[src/rtl/niosii_system_nios2_qsys_0_div_cell_pkg.sv]
// niosii_div_cell_pkg: shared state encoding and constants for the Nios II divide cell
package niosii_div_cell_pkg;
  typedef enum logic [1:0] {IDLE, LOAD, ITER, FIX} div_state_t;
  localparam int DIV_WIDTH = 32;
  localparam int DIV_CNT_W = $clog2(DIV_WIDTH);
  // Divide-by-zero quotient is this bit replicated across the result width.
  localparam logic DIV_BY_ZERO_QUOT = 1'b1;
endpackage

[src/rtl/niosii_system_nios2_qsys_0_div_step.sv]
// niosii_system_nios2_qsys_0_div_step: one combinational radix-2 restoring divide step
//   rem_in  : partial remainder (WIDTH+1 bits)
//   q_in    : dividend/quotient shift register; its MSB is shifted into the remainder
//   divisor : divisor magnitude
//   rem_out : next partial remainder
//   q_out   : q_in shifted left with the new quotient bit in the LSB
module niosii_system_nios2_qsys_0_div_step #(
  parameter int WIDTH = 32
) (
  input  logic [WIDTH:0]   rem_in,
  input  logic [WIDTH-1:0] q_in,
  input  logic [WIDTH-1:0] divisor,
  output logic [WIDTH:0]   rem_out,
  output logic [WIDTH-1:0] q_out
);
  logic [WIDTH:0]   shifted;
  logic [WIDTH+1:0] diff;
  always_comb begin
    shifted = {rem_in[WIDTH-1:0], q_in[WIDTH-1]};
    // One spare bit above the shifted remainder carries the trial-subtract sign.
    diff    = {rem_in, q_in[WIDTH-1]} - {2'b00, divisor};
    rem_out = diff[WIDTH+1] ? shifted : diff[WIDTH:0];
    q_out   = {q_in[WIDTH-2:0], ~diff[WIDTH+1]};
  end
endmodule

[src/rtl/niosii_system_nios2_qsys_0_div_cell.sv]
// niosii_system_nios2_qsys_0_div_cell: sequential restoring divider for Nios II div/divu
//   clk, reset (async, active-high)
//   M_div_start/M_div_signed/M_div_src1/M_div_src2 : request, captured in IDLE only
//   M_div_busy      : state != IDLE or done pulse
//   M_div_done      : one-cycle pulse, results held afterwards
//   M_div_quotient/M_div_remainder/M_div_by_zero : results
//   Optional macro DIV_CELL_EARLY_EXIT_EN: skip iteration when |divisor| > |dividend|.
module niosii_system_nios2_qsys_0_div_cell
  import niosii_div_cell_pkg::*;
#(
  parameter int WIDTH = DIV_WIDTH
) (
  input  logic             clk,
  input  logic             reset,
  input  logic             M_div_start,
  input  logic             M_div_signed,
  input  logic [WIDTH-1:0] M_div_src1,
  input  logic [WIDTH-1:0] M_div_src2,
  output logic             M_div_busy,
  output logic             M_div_done,
  output logic [WIDTH-1:0] M_div_quotient,
  output logic [WIDTH-1:0] M_div_remainder,
  output logic             M_div_by_zero
);
  localparam int CW = $clog2(WIDTH);
  div_state_t       state;
  logic [CW-1:0]    cnt;
  logic             sgn, neg_q, neg_r, zero, hold;
  logic [WIDTH-1:0] a, b, dvd, dvs, mag_a, mag_b, rem_lo;
  logic [WIDTH:0]   rem, rem_nx;
  logic [WIDTH-1:0] q_nx;
  // Negating the most negative value yields 2^(WIDTH-1) read as unsigned.
  assign mag_a  = (sgn && a[WIDTH-1]) ? -a : a;
  assign mag_b  = (sgn && b[WIDTH-1]) ? -b : b;
  assign rem_lo = rem[WIDTH-1:0];
  assign M_div_busy = (state != IDLE) || M_div_done;
  niosii_system_nios2_qsys_0_div_step #(.WIDTH(WIDTH)) u_step (
    .rem_in  (rem),
    .q_in    (dvd),
    .divisor (dvs),
    .rem_out (rem_nx),
    .q_out   (q_nx)
  );
  always_ff @(posedge clk or posedge reset) begin
    if (reset) begin
      state           <= IDLE;
      cnt             <= '0;
      sgn             <= 1'b0;
      neg_q           <= 1'b0;
      neg_r           <= 1'b0;
      zero            <= 1'b0;
      hold            <= 1'b0;
      a               <= '0;
      b               <= '0;
      dvd             <= '0;
      dvs             <= '0;
      rem             <= '0;
      M_div_done      <= 1'b0;
      M_div_quotient  <= '0;
      M_div_remainder <= '0;
      M_div_by_zero   <= 1'b0;
    end else begin
      M_div_done <= 1'b0;
      case (state)
        IDLE: if (M_div_start && !M_div_done) begin
          a     <= M_div_src1;
          b     <= M_div_src2;
          sgn   <= M_div_signed;
          state <= LOAD;
        end
        LOAD: begin
          zero  <= (mag_b == '0);
          neg_q <= sgn && (a[WIDTH-1] ^ b[WIDTH-1]);
          neg_r <= sgn && a[WIDTH-1];
          dvs   <= mag_b;
          dvd   <= mag_a;
          rem   <= '0;
          hold  <= 1'b0;
          cnt   <= CW'(WIDTH - 1);
          state <= ITER;
          // Short paths spend a single idle ITER cycle so they finish three edges after start.
          if (mag_b == '0) begin
            hold <= 1'b1;
            cnt  <= '0;
          end
`ifdef DIV_CELL_EARLY_EXIT_EN
          else if (mag_b > mag_a) begin
            hold <= 1'b1;
            cnt  <= '0;
            dvd  <= '0;
            rem  <= {1'b0, mag_a};
          end
`endif
        end
        ITER: begin
          if (!hold) begin
            rem <= rem_nx;
            dvd <= q_nx;
          end
          cnt <= cnt - 1'b1;
          if (cnt == '0) state <= FIX;
        end
        FIX: begin
          M_div_quotient  <= zero ? {WIDTH{DIV_BY_ZERO_QUOT}} : (neg_q ? -dvd : dvd);
          M_div_remainder <= zero ? a : (neg_r ? -rem_lo : rem_lo);
          M_div_by_zero   <= zero;
          M_div_done      <= 1'b1;
          state           <= IDLE;
        end
        default: state <= IDLE;
      endcase
    end
  end
endmodule

[config.mk]
export PLATFORM = sky130hd
export DESIGN_NAME = niosii_system_nios2_qsys_0_div_cell
export DESIGN_NICKNAME = d
export VERILOG_FILES = /design/src/rtl/niosii_system_nios2_qsys_0_div_cell_pkg.sv /design/src/rtl/niosii_system_nios2_qsys_0_div_step.sv /design/src/rtl/niosii_system_nios2_qsys_0_div_cell.sv
export SDC_FILE = /design/constraint.sdc
export NUM_CORES = 1
export LEC_CHECK = 0
export BUFFER_PORTS_ARGS = -buffer_cell sky130_fd_sc_hd__buf_2
export CAP_MARGIN = 20
export CORE_MARGIN = 5
export CORE_UTILIZATION = 40
export DETAILED_ROUTE_END_ITERATION = 7
export PLACE_DENSITY = 0.62
export SLEW_MARGIN = 25
export SYNTH_ARGS = -nofsm -noshare
export SYNTH_HDL_FRONTEND = slang
export SYNTH_SLANG_ARGS = --single-unit
[constraint.sdc]
create_clock -name clk -period 9.8 [get_ports clk]
set_clock_uncertainty 0.1 [all_clocks]
set_input_delay 1.96 -clock clk [delete_from_list [all_inputs] [get_ports clk]]
set_output_delay 1.96 -clock clk [all_outputs]
set_load 0.005 [all_outputs]
==> results by group, run 1 <==
Outcome
  – Status: finished, final reports clean

Critical path
  – CP Cell Sequence: ha_1, nand3_1, or4_1, a211oi_1, nor3_1, o211ai_1, o311ai_0, xnor2_2, buf_4, nor2_1, a221o_1
  – Largest stage delay, worst path: 0.50 ns
  – Crit path kind: reg2reg
  – Flop2flop setup slack: roughly 6.0 ns
  – Critical Path End Type: register
  – CP max FO: 41
  – FF-to-FF path depth: 11
  – Data arrival time of the worst path: 4.16 ns
  – Worst R2R Start: rem[9]
  – Worst R2R End: rem[3]
  – Critical path launch point type: register
  – Family with the most delay on the worst path: compound AO/OA/AOI/OAI gates
  – Critical Path Slowest Stage Cell: or4_1
  – Critical path data required time: 10.16 ns
  – Crit path buffers/inverters: 1

Logic synthesis
  – XOR/XNOR Fraction of Synth Area: 0.08980
  – Largest family of logic cells by synthesized area: compound AO/OA/AOI/OAI gates
  – Primary FF master, synth: dfrtp_1
  – Post-synth ARST share: 1.000
  – Number of synthesized flops with an enable pin: 0
  – Netlist Area Pre-Place: about 14000 um2
  – Simple-gate share of the synthesized area: 0.1337
  – Mapped Cells: 1531
  – Mapped Nets: 1642
  – Synth cell types: between 70 and 80
  – Part of the Yosys area used for sequential elements: 0.4126
  – Synth Area in Compound Gates: 0.1913
  – Synthesized area per cell: 9.429 um2
  – Synthesis Warnings: 0
  – Post-synthesis mux area share: 0.09405
  – Post-Synth Adder-Cell Area: 0.03779
  – Seq cells post-synth: 238

GRT
  – Initial antenna violation count: 0
  – Grt total ovfl: 0
  – Tot GR Track Use: 0.1862
  – First-pass GRT wire length: approximately 61 mm
  – Vias in the first global route: 11298
  – Largest net degree at the start of global routing: 113

Die
  – Full die area: between 30000 and 40000 um2
  – Total I/O pin count: 135
  – Core outline area: 35570 um2
  – Die X: about 200 um
  – Die Ht: around 200 um
  – Initial Util: 0.4058
  – Row cnt: 69

Drt
  – DR vias/cell: 5.584
  – Detail Route met2 WL: 16.89 mm
  – Met1 WL: ~18 mm
  – Metal3 WL: ~2.0 mm
  – Post-route ant nets: 0
  – Max layer used: met4
  – Pre-antenna DRT Iters: 5
  – Initial drt markers: 792
  – Routed WL: 37.98 mm
  – DRC: 0
  – WL/cell: 18.03 um
  – Total vias in the final route: 11759

Timing
  – Slew margin rel.: 0.3480
  – Post-Route Setup TNS: 0 ns
  – Final hold viol count: 0
  – F_max: around 260 MHz
  – Tmin final: 3.807 ns
  – Final setup violation count: 0
  – Unrepaired setup endpoints after global routing: false
  – Final period util: 0.3885
  – Worst setup margin: around 6 ns
  – Final slew viol count: 0
  – Worst Tran Pin Value: 0.9780 ns

Cells and area
  – P&R area growth vs syn: 14.10%
  – Antenna diodes: 0
  – Final Cell Area: 16470 um2
  – Final cell count without fillers: 2106
  – Fin nets: 1735
  – Commonest non-fill, non-tap cell in the layout: dfrtp_1
  – Fraction of layout cells with a size suffix above 1: 0.1878
  – Most frequent cells in the layout: dfrtp_1 (237), buf_2 (134), nand2_1 (126), o21ai_0 (116), a21oi_1 (112)

Placed design
  – Port Buffer Count: roughly 130
  – Post-DP HPWL: 27.54 mm
  – Dpl cell area: roughly 15000 um2
  – Routability cong.: about 0.91
  – Placed Cells: 2055
  – Dpl ws: 5.985 ns

Clock tree
  – H-tree depth: 1
  – Clock buffer depth: 3
  – Post-CTS Setup Repair Bufs: 0
  – Worst-path clk slew: 0.06 ns
  – Clock latency on the worst-skew pair: between 0.5 and 0.6 ns
  – Hold_buf cts: 0
  – Clk sink count: 238
  – PostCTS Resize Cnt: 0
  – CTS tree: yes
  – CTS buffer count: 28
  – CTS root buffer: clkbuf_16

Min path
  – Min-delay worst type: reg2reg
  – Hold path start: M_div_quotient[7]
  – Hold Path Depth: 1
  – Hold EP: M_div_quotient[7]

Power
  – Worst VDD drop: between 0.0002 and 0.00025 V
  – Pwr per Cell Area: 339.9 nW/um2
  – Leakage power: about 7.1 nW

Run
  – Max-cap viol count: 0
## where the power goes
group	switching (mW)	internal, mW	total [mW]
logic	1.43	1.15	2.58
registers	0.518	1.40	1.92
clock network	0.427	0.673	1.10
total	2.38	3.22	5.60
## layout make-up
cell class / instances / area [um2]
multi-input cells: 1142 / 7911
flip-flops and latches: 238 / 5957
inverters: 65 / 251.5
clock buffers: 42 / 843.3
well taps: 461 / 576.8
repair buffers: 149 / 783.3
clock inverters: 9 / 147.6
fillers: 3440 / 19100
## stage by stage
stage	hold WS (ns)	power (mW)	util
floorplan	0.3849	3.748	-
finish	0.3924	5.599	0.4631
global placement	0.3771	4.450	0.4351
CTS	0.3973	5.632	0.4630
detailed placement	0.3843	4.504	0.4351
global route	0.4100	6.035	0.4631
## layer usage
| layer | GRT usage | up-vias |
|---|---|---|
| met3 | 0.02769 | 58 |
| met1 | 0.2724 | 5701 |
| met4 | 0.04956 | 0 |
| met5 | 0 | - |
| met2 | 0.2905 | 284 |
| li1 | - | 5716 |
## cell usage after synthesis (7+ instances only)
cell type  count  area [um2]
clkbuf_1      72       270.3
o22ai_1       25       156.4
o22a_1        32       280.3
xnor2_1       87       762.0
mux2i_1       31       310.3
xor2_1        61       534.3
nand2_1      127       476.7
o21ai_0      116       580.6
o41ai_1       13       113.9
nor2_1       102       382.9
nand2b_1      10       62.56
nand3_1       23       115.1
ha_1          42       525.5
nor3_1        27       135.1
a21oi_1      112       560.5
o31ai_1       25       187.7
buf_1          7       26.28
a31oi_1       18       112.6
or3_1         21       131.4
mux2_2        92        1036
a21o_1        19       142.6
dfrtp_1      238        5956
and3_1         8       50.05
o21bai_1       8       60.06
nor2b_1        9       56.30
or4_1         14       105.1
inv_1         64       240.2
a2bb2oi_1      7       61.31
nor4_1         8       50.05
a22oi_1        7       52.55
## state kept, by name, indices dropped and copies added, names as in the netlist
register and flops:
rem 33, M_div_by_zero 1, neg_q 1, sgn 1, M_div_remainder 32, dvs 32, neg_r 1, zero 1
b 32, M_div_done 1, M_div_quotient 32, a 32, state 2, dvd 32, cnt 5
## cells by family after synthesis
group                      count (synthesis)
and+or+nand+nor                          390
DFF                                      238
adders and majority gates                 43
muxes                                    124
AOI/OAI and AO/OA                        437
xor gates and xnor gates                 148
buffers and inverters                    151
## worst max-delay path by stage
stage	startpoint	endpoint	cells past startpoint
2_1_floorplan	reset	M_div_by_zero	1
3_3_place_gp	reset	zero	3
3_5_place_dp	reset	zero	3
4_1_cts	rem[9]	rem[3]	11
5_1_grt	rem[9]	rem[30]	11
6_report	rem[9]	rem[3]	11
No activity file was read; power rests on OpenSTA's default activity.
==> run 2: changes to the inputs <==
PLACE_DENSITY = 0.64   (was 0.62)
clock period = 3.4 ns   (was 9.8 ns; I/O delays follow)
==> results by group, run 2 (synthesis gave the netlist of run 1 again) <==
GRT
  – Grt total ovfl: 0 (unchanged)
  – Initial antenna violation count: 0 (unchanged)
  – First-pass GRT wire length: 63.09 mm (+2.9%)
  – Tot GR Track Use: 0.1928 (+0.006566)
  – Largest net degree at the start of global routing: 90 (-20%)
  – Vias in the first global route: 11934 (+5.6%)

Power
  – P_sw: 7.004 mW (+190%)
  – Sequential group share of total power: 0.320 (-0.023)
  – Sw Ratio: 0.4202 (-0.003986)
  – Worst VDD drop: 0.0005523 V (+160%)
  – Comb pwr share: 0.499 (+0.039)
  – Leakage power: 7.531 nW (+5.7%)
  – Power Total: 16.67 mW (+200%)
  – Pwr per Cell Area: 966.1 nW/um2 (+180%)
  – P_int: 9.662 mW (+200%)
  – Power share of the clock group: 0.181 (-0.016)

Drt
  – Pre-antenna DRT Iters: 5 (unchanged)
  – Routed WL: 39.28 mm (+3.4%)
  – WL/cell: 17.94 um (-0.54%)
  – DR vias/cell: 5.474 (-2.0%)
  – Initial drt markers: 648 (-18%)
  – Total vias in the final route: 11987 (+1.9%)
  – DRC: 0 (unchanged)
  – Post-route ant nets: 0 (unchanged)

Critical path
  – Cell mode on critical path: buf_4
  – Critical path launch point type: register
  – Worst R2R Start: rem[9]
  – Critical Path End Type: register
  – CP max FO: 9 (-78%)
  – CP Cell Sequence: ha_4, nand3_1, or4_4, a211oi_2, nor3_2, o211ai_1, o311ai_2, xnor2_2, buf_4, buf_4, and4_1, a221o_1
  – Worst R2R End: rem[3]
  – Critical Path Slowest Stage Cell: or4_4
  – Crit path buffers/inverters: 2 (+1)
  – Flop2flop setup slack: 0.11 ns (-5.88 ns)
  – Family with the most delay on the worst path: simple AND/OR/NAND/NOR gates
  – Crit path kind: reg2reg
  – Critical path data required time: 3.74 ns (-6.42 ns)
  – Data arrival time of the worst path: 3.63 ns (-0.53 ns)
  – Largest stage delay, worst path: 0.52 ns (+0.02 ns)
  – FF-to-FF path depth: 12 (+1)

Run
  – Max-cap viol count: 0 (unchanged)

Cells and area
  – Biggest register: rem
  – Commonest non-fill, non-tap cell in the layout: dfrtp_1
  – FF+latch area: 5961 um2 (about the same)
  – Area of the multi-input gates: 8045 um2 (+1.7%)
  – Most frequent cells in the layout: dfrtp_1 (234), buf_2 (134), nand2_1 (126), o21ai_0 (114), a21oi_1 (112)
  – Fin nets: 1820 (+4.9%)
  – P&R area growth vs syn: 19.50%
  – Max reg flops: 33 (unchanged)
  – Final Cell Area: 17250 um2 (+4.7%)
  – Layout fillers: 3337 (-3.0%)
  – Final Util: 0.4850 (+0.02192)
  – Fraction of layout cells with a size suffix above 1: 0.2383 (+0.05045)
  – Antenna diodes: 0 (unchanged)

Placed design
  – Routability cong.: 0.9163 (+0.32%)
  – Dpl cell area: 16130 um2 (+4.2%)
  – Port Buffer Count: 134 (unchanged)
  – Post-DP HPWL: 29.22 mm (+6.1%)

Die
  – Die Ht: 200.0 um (unchanged)
  – Row cnt: 69 (unchanged)
  – Full die area: 39990 um2 (unchanged)
  – Core outline area: 35570 um2 (unchanged)
  – Initial Util: 0.4058 (unchanged)
  – Total I/O pin count: 135 (unchanged)
  – Die X: 200.0 um (unchanged)

Min path
  – Hold Path Depth: 2 (+1)
  – Hold path start: M_div_src1[26]
  – Hold EP: a[26]
  – Min-delay worst type: in2reg

Clock tree
  – CTS tree: yes
  – Clock buffer depth: 3 (unchanged)
  – CTS buffer count: 28 (unchanged)
  – Clk sink count: 238 (unchanged)
  – H-tree depth: 1 (unchanged)
  – Clock latency on the worst-skew pair: 0.57 ns (about the same)
  – Worst-path clk slew: 0.06 ns (about the same)
  – CTS root buffer: clkbuf_16

Timing
  – Final slew viol count: 0 (unchanged)
  – Unrepaired setup endpoints after global routing: true
  – Tmin final: 3.288 ns (-0.5195 ns)
  – Slew margin rel.: 0.5325 (+0.1845)
  – F_max: 304.2 MHz (+16%)
  – Final period util: 0.9670 (+0.5785)
  – Worst Tran Pin Value: 0.6996 ns (-0.2784 ns)
  – Final hold viol count: 0 (unchanged)
  – Final setup violation count: 0 (unchanged)

Outcome
  – Status: finished, final reports clean
run 2: layer usage:
metal | vias to the layer above | wire (um) | GRT usage
met5 | - | 0 | 0
met4 | 0 | 722 | 0.04025
met3 | 61 | 1695 | 0.02702
met2 | 267 | 18590 | 0.3239
met1 | 5797 | 18270 | 0.2678
li1 | 5862 | - | -
run 2: timing repair:
action	CTS	global route
resized for setup	2	24
endpoints found under the setup margin	31	42
hold buffers	1	0
hold endpoints to repair	7	0
buffers inserted	2	3
pin swaps	1	5
run 2: through the flow:
| step | setup TNS [ns] | std cells | hold slack (ns) | worst slack [ns] |
|---|---|---|---|---|
| floorplan | -118.97 | 1531 | 0.3849 | -0.4999 |
| global placement | -0.01948 | 2134 | 0.3748 | -0.01948 |
| detailed placement | -1.586 | 2134 | 0.3825 | -0.1006 |
| CTS | 0 | 2187 | 0.2076 | 0.009167 |
| global route | -0.1565 | 2190 | 0.2173 | -0.04909 |
| finish | 0 | 2190 | 0.2332 | 0.1122 |
run 2: cell type report:
type | instances | area share
clock buffers | 42 | 0.04715
flip-flops and latches | 238 | 0.3455
multi-input cells | 1142 | 0.4664
clock inverters | 8 | 0.006963
inverters | 65 | 0.01436
repair buffers | 234 | 0.08617
well taps | 461 | 0.03344
run 2: worst register-to-register path, stage by stage (launching register included):
cell and delay, ns:
dfrtp_2 0.45, ha_4 0.28, nand3_1 0.10, or4_4 0.52, a211oi_2 0.29, nor3_2 0.11
o211ai_1 0.21, o311ai_2 0.16, xnor2_2 0.16, buf_4 0.16, buf_4 0.17, and4_1 0.20
a221o_1 0.25
run 2: how the worst max path moves through the flow:
stage	startpoint	endpoint	slack [ns]	cells past startpoint
finish	rem[9]	rem[3]	0.11	12
global route	dvs[1]	rem[19]	-0.05	12
CTS	rem[9]	rem[3]	0.009	12
detailed placement	rem[9]	rem[8]	-0.10	11
global placement	rem[6]	M_div_remainder[31]	-0.02	9
floorplan	reset	M_div_by_zero	-0.50	1
run 2: power by group through the flow:
stage	sequential, mW	clock [mW]	combinational, mW
2_1_floorplan	5.00	0	5.80
3_5_place_dp	5.36	0	8.17
5_1_grt	5.51	3.20	9.25
4_1_cts	5.31	3.10	8.25
3_3_place_gp	5.29	0	8.05
6_report	5.33	3.02	8.32
